`config.mk`:
```
export PLATFORM = sky130hd
export DESIGN_NAME = keypad_emulator
export DESIGN_NICKNAME = d
export VERILOG_FILES = /design/src/rtl/keypad_emulator.sv
export SDC_FILE = /design/constraint.sdc
export NUM_CORES = 1
export LEC_CHECK = 0
export BUFFER_PORTS_ARGS = -buffer_cell sky130_fd_sc_hd__buf_2
export CORE_MARGIN = 2
export CORE_UTILIZATION = 57
export CTS_CLUSTER_DIAMETER = 60
export DETAILED_ROUTE_END_ITERATION = 10
export PLACE_DENSITY = 0.86
export SLEW_MARGIN = 0
export SYNTH_ARGS = -nofsm -noshare
export SYNTH_HDL_FRONTEND = slang
export SYNTH_SLANG_ARGS = --single-unit
```
`constraint.sdc`:
```
create_clock -name clk -period 2.7 [get_ports clk]
set_input_delay 0.27 -clock clk [delete_from_list [all_inputs] [get_ports clk]]
set_output_delay 0.27 -clock clk [all_outputs]
set_load 0.05 [all_outputs]
```
`src/rtl/keypad_emulator.sv`:
```
// keypad_emulator: 4x4 keypad matrix model that answers a column scanner with active-low rows,
// replaying key indices queued through a valid/ready port.
module keypad_emulator #(
  parameter int FIFO_DEPTH     = 4,
  parameter int HOLD_CYCLES    = 8,
  parameter int RELEASE_CYCLES = 16,
  parameter int WAIT_LIMIT     = 64
) (
  input  logic       clk,
  input  logic       nRST,
  input  logic       key_valid,
  input  logic [3:0] key_idx,
  output logic       key_ready,
  input  logic [3:0] ColOut,
  output logic [3:0] RowIn,
  output logic       busy,
  output logic       timeout_err,
  input  logic       err_clr,
  output logic [7:0] keys_sent
);
  localparam int AW   = $clog2(FIFO_DEPTH);
  localparam int M1   = WAIT_LIMIT > HOLD_CYCLES ? WAIT_LIMIT : HOLD_CYCLES;
  localparam int CMAX = M1 > RELEASE_CYCLES ? M1 : RELEASE_CYCLES;
  localparam int CW   = $clog2(CMAX + 1);
  localparam logic [CW-1:0] WAIT_MAX = CW'(WAIT_LIMIT - 1);
  localparam logic [CW-1:0] HOLD_MAX = CW'(HOLD_CYCLES - 1);
  localparam logic [CW-1:0] REL_MAX  = CW'(RELEASE_CYCLES - 1);
  typedef enum logic [1:0] {IDLE, WAIT_COL, PRESS, RELEASE} state_t;
  state_t state, state_nx;
  logic [3:0] mem [FIFO_DEPTH];
  logic [AW-1:0] wr_ptr, rd_ptr;
  logic full, empty, push, pop;
  logic [3:0] cur_key;
  logic [CW-1:0] cnt, cnt_nx;
  logic [1:0] row, col;
  logic col_act, col_match, hit_timeout, hit_sent;
  assign row       = cur_key[3:2];
  assign col       = cur_key[1:0];
  assign col_act   = !ColOut[col];
  assign col_match = ColOut == ~(4'b0001 << col);
  assign push      = key_valid && !full;
  assign key_ready = !full;
  assign busy      = state != IDLE || !empty;
  always_ff @(posedge clk)
    if (push) mem[wr_ptr] <= key_idx;
  // Flags are registered; the pointer comparison looks one step ahead so they stay exact.
  always_ff @(posedge clk or negedge nRST)
    if (!nRST) begin
      wr_ptr <= '0;
      rd_ptr <= '0;
      full   <= 1'b0;
      empty  <= 1'b1;
    end else begin
      if (push) wr_ptr <= wr_ptr + AW'(1);
      if (pop) rd_ptr <= rd_ptr + AW'(1);
      if (push && !pop) begin
        empty <= 1'b0;
        full  <= wr_ptr + AW'(1) == rd_ptr;
      end else if (pop && !push) begin
        full  <= 1'b0;
        empty <= rd_ptr + AW'(1) == wr_ptr;
      end
    end
  always_comb begin
    state_nx    = state;
    cnt_nx      = cnt;
    pop         = 1'b0;
    hit_timeout = 1'b0;
    hit_sent    = 1'b0;
    case (state)
      IDLE:
        if (!empty) begin
          pop      = 1'b1;
          cnt_nx   = '0;
          state_nx = WAIT_COL;
        end
      WAIT_COL:
        if (col_match) begin
          cnt_nx   = '0;
          state_nx = PRESS;
        end else if (cnt == WAIT_MAX) begin
          hit_timeout = 1'b1;
          state_nx    = IDLE;
        end else cnt_nx = cnt + 1'b1;
      // Hold time only advances while our column is driven, so it spans scan sweeps.
      PRESS:
        if (col_act) begin
          if (cnt == HOLD_MAX) begin
            hit_sent = 1'b1;
            cnt_nx   = '0;
            state_nx = RELEASE;
          end else cnt_nx = cnt + 1'b1;
        end
      RELEASE:
        if (cnt == REL_MAX) state_nx = IDLE;
        else cnt_nx = cnt + 1'b1;
      default: state_nx = IDLE;
    endcase
  end
  always_ff @(posedge clk or negedge nRST)
    if (!nRST) begin
      state       <= IDLE;
      cnt         <= '0;
      cur_key     <= '0;
      timeout_err <= 1'b0;
      keys_sent   <= '0;
    end else begin
      state <= state_nx;
      cnt   <= cnt_nx;
      if (pop) cur_key <= mem[rd_ptr];
      if (hit_timeout) timeout_err <= 1'b1;
      else if (err_clr) timeout_err <= 1'b0;
      if (hit_sent) keys_sent <= keys_sent + 8'd1;
    end
  always_comb begin
    RowIn = 4'hF;
    if (state == PRESS) RowIn[row] = ColOut[col];
  end
endmodule

```
* Word-level counts from Yosys, hierarchy flattened
Memory sizes are Yosys's and may differ from the RTL's. A register that Yosys moved wholly into a read port is not among the register bits. Index checks and enable logic that the tools add are counted.
Storage, ports and cells: register bits 24, memory bits (writable) 16, input port bits 12, output and inout bits 15, word-level logic and storage cells 87, memories kept 1
Operators by class: add/sub/neg operators 4, magnitude comparators 3, equality and inequality tests 16, shift operators 1, multiplexer cells 35, bitwise gates (word level) 3, reductions and logical operators 16
Memories:
- mem | words 4, width 4, read ports 1, clocked after memory_dff 1, wr ports 1, line 30 | logic [3:0] mem [FIFO_DEPTH];
Operator list (number):
- two-way mux 7 bit | 6
- case mux 7 bit (4 select lines) | 1
- two-way mux 1 bit | 18
- two-way mux 2 bit | 6
- inequality test 2 bit, second input constant | 5
- adder 8 x 1 -> 8 bit, second input constant | 1
- inverter 4 bit | 2
- case mux 2 bit (4 select lines) | 1
- adder 7 x 1 -> 7 bit, second input constant | 1
- equality test 7 x 3 -> 1 bit, second input constant | 1
- equality test 7 x 4 -> 1 bit, second input constant | 1
- equality test 7 x 6 -> 1 bit, second input constant | 1
- less-than comparator 2 x 3 -> 1 bit, second input constant | 2
- inequality test 3 bit, second input constant | 2
- nonzero test 2 bit | 3
- zero test 1 bit | 5
- AND reduction 5 bit | 1
- adder 2 x 1 -> 2 bit, second input constant | 2
- equality test 2 bit | 2
- equality test 2 bit, second input constant | 2
- equality test 4 bit | 1
- logical AND 1 bit | 4
- two-way mux 4 bit | 1
- bitwise OR 4 bit | 1
- 8 further kinds | 8

* Depth between registers and ports, before layout
depth after elaboration 7, gate-level depth with buffers 7, gate-level depth less buffers 6

* Least setup slack after synthesis
No wires, ideal clock.
path type register to output, start point register cur_key[0] (read register of mem), end point output RowIn[0], arrival 1.916 ns, data required time 2.430 ns, setup slack 0.514 ns, stages on the path, launching flop included 5, buffers on the path 1, path through dfrtp_1 > mux4_2 > or3_1 > buf_6 > or3_1
Between the ends: cells in the longest elaborated chain, start to end 4
Ends and longest elaborated chain:
- from (decl) | line 33 | logic [3:0] cur_key;
- binary-select mux 1 bit (select 2 bit) | line 117 | if (state == PRESS) RowIn[row] = ColOut[col];
- two-way mux 1 bit (implied by the code) | line 117
- bitwise OR 4 bit (no source line)
- two-way mux 4 bit | line 117
- to (decl) | line 15 | output logic [3:0] RowIn,
No other way between the ends. The select of a mux whose other input is x is not followed.

* Final worst setup path
Ends and elaborated chain as after synthesis.

==> results_dict.tcl <==
set metrics [dict create \
    synth_top_family_by_area "simple AND/OR/NAND/NOR gates" \
    cts_root_buf "clkbuf_8" \
    finalSetupViolations 0 \
    synth_nets 198 \
    synth_warnings 0 \
    relSlewSlack_pct 49.7 \
    post-route-util_pct 66.6 \
    htreeDepth 2 \
    syn_area_per_cell_sq_um 12.2 \
    grt_pass1_vias 1376 \
    synth_top_area_share_pct 30.8 \
    n_antenna_cell 0 \
    violations "hold timing" \
    fmax_ghz 0.395 \
    p_per_area_mw_per_mm2 917 \
    synth_mux_area_share_pct 8.68 \
    maxCapViolations 0 \
    yosys_register_bits 44 \
    start_kind "flop" \
    post_cts_buffers 0 \
    worstPathMaxFanout 6 \
    gp_congestion 0.865 \
    clockBufferDepth 2 \
    die_x_um 66.0 \
    worst-setup-path-type "reg -> out" \
    final_cell_area_sq_mm 0.00246 \
    place.detailed.hpwl_um 2690 \
    synthesis.area_sq_mm 0.00219 \
    drt_wl_total_um 3700 \
    final_layout_size_suffix_gt1_share_pct 25.8 \
    rows 22 \
    die-area_sq_mm 0.00436 \
    grt_setup_unrepaired "false" \
    whs_ns -0.0163 \
    synthArstFlopShare_pct 63.6 \
    ys_seq_area_share_pct 53.9 \
    clock_latency_ns 0.29 \
    yosys.area_share.adder_pct 4.00 \
    port_buffers 26 \
    critPathArrivalTime_ns 2.26 \
    required_ns 2.43 \
    min_path_type "in -> async" \
    start_util_pct 59.4 \
    synth_compound_area_share_pct 7.82 \
    synth_edf_count 16 \
    reg2reg_slack_ns 0.55 \
    grt_start_max_net_pins 29 \
    finalMaxSlewViolations 0 \
    yosysMostFrequentCell "dfrtp_1" \
    clk_pin_slew_ns 0.07 \
    cp_cell_sequence "mux4_2 > or3_4 > or3_1 > buf_2" \
    nNetsFinal 227 \
    grt_overflow 0 \
    worstMarginPinSlew_ns 0.748 \
    synthCells 179 \
    post-route-min-period_ns 2.53 \
    final.setup_skew_ns 0.00824 \
    grt_pass1_wl_um 6180 \
    yosysUniqueCellTypes 47 \
    drtIter0Drc 71 \
    antenna_found_initial 0 \
    fill_cells 278 \
    synth_xor_xnor_area_share_pct 5.19 \
    cts_buffers 5 \
    synthFlopType "dfrtp_1" \
    synthSimpleGateAreaFrac_pct 17.2 \
    die_h_um 66.0 \
    track_usage_pct 19.0 \
    crit_family "simple AND/OR/NAND/NOR gates" \
    clock-sinks 44 \
    period_share_pct 93.7 \
    synth_commonest_cells "27 x dfrtp_1, 16 x edfxtp_1, 13 x nand2_1" \
    ant_nets 0 \
    pre_cts_slack_ns 0.413 \
    drt-wirelength-per-cell_um 14.4 \
    cp-end-kind "output pin" \
    vdd_drop_max_v 0.000606 \
    hold_viol 27 \
    viasPerCell 5.65 \
    postPlaceCellArea_sq_mm 0.00237 \
    r2r_end "cnt[4]" \
    yosysTopAreaCell "dfrtp_1" \
    crit_slowest_cell "mux4_2" \
    design.core.area_sq_mm 0.00369 \
    outcome "complete, but fails checks" \
    setup_tns_ns 0 \
    synth_area_leaders "dfrtp_1 31%, edfxtp_1 22%, mux4_2 5.1%, ha_1 4.0%, xnor2_1 4.0%" \
    leakage_nw 1.07 \
    r2r_start "cur_key[0]" \
    drc 0 \
    drtPass1Iterations 4 \
    area_growth_pct 12.0 \
    ios 27 \
    cts_tree "yes" \
    r2r_cells 6 \
    via_count 1451 \
    crit_buf_inv 1 \
    postLayoutSetupSlackWorst_ns 0.171 \
    max_stage_delay_ns 0.57 \
]
worst max path at each step:
stage | start | endpoint | slack [ns] | cells past startpoint
floorplan | cur_key[0] | RowIn[0] | 0.51 | 4
global placement | cur_key[0] | RowIn[0] | 0.43 | 4
detailed placement | cur_key[0] | RowIn[0] | 0.41 | 4
CTS | cur_key[0] | RowIn[0] | 0.08 | 4
global route | cur_key[0] | RowIn[0] | 0.1 | 4
finish | cur_key[0] | RowIn[0] | 0.17 | 4
layout by cell type (no fill, tap or decap), types with 3 or more instances in the layout:
master	instances
mux4_2	5
xnor2_1	10
nand3_1	10
nor2_1	10
and2_1	4
nand2_1	13
ha_1	7
inv_1	10
a221o_1	3
mux2_2	6
edfxtp_1	16
and3_1	3
xor2_1	3
nand4_1	5
clkbuf_8	5
dfrtp_1	27
o21ai_0	5
buf_2	26
cell families (layout without fill, tap and decap cells):
logic type	after synthesis	after routing
buffers and inverters	16	46
muxes	12	12
xor gates and xnor gates	13	13
AOI/OAI and AO/OA	22	22
and+or+nand+nor	65	65
DFF	44	44
adders and majority gates	7	7
flip-flops by register name (all words and copies together), names as in the netlist, named ones only:
signal       cells
empty            1
cnt              7
timeout_err      1
keys_sent        8
state            1
wr_ptr           2
rd_ptr           2
full             1
mem             16
cur_key          4
where the power goes:
part	switching [mW]	total [mW]	internal (mW)
clock network	0.205	0.390	0.185
registers	0.213	1.09	0.880
logic	0.398	0.770	0.372
total	0.816	2.25	1.44
final cells by class:
cell class | instances | area, sq um | area share, %
clock buffer | 7 | 76.3 | 3.11
multi-input combinational | 119 | 946 | 38.5
clock inverter | 1 | 8.76 | 0.357
sequential | 44 | 1180 | 48.1
tap | 48 | 60.1 | 2.45
inverter | 10 | 37.5 | 1.53
timing repair buffer | 28 | 145 | 5.91
timing repair:
action,CTS,global route
hold buffers,0,0
setup endpoints to repair,0,1
gates resized for setup,0,1
per-layer routing:
| metal | wire [um] | GRT usage (%) |
|---|---|---|
| met3 | 149 | 3.92 |
| met1 | 1770 | 27.3 |
| met4 | 57 | 6.38 |
| met5 | 0 | 0 |
| met2 | 1710 | 29.2 |
stage by stage:
stage,total power [mW],hold slack (ns),cells
finish,2.25,-0.0163,257
CTS,2.26,0.00113,257
global placement,1.84,0.321,249
floorplan,1.70,-0.0256,179
global route,2.41,0.0284,257
detailed placement,1.87,0.314,249
Note: power is estimated with default switching activity, not from simulation.
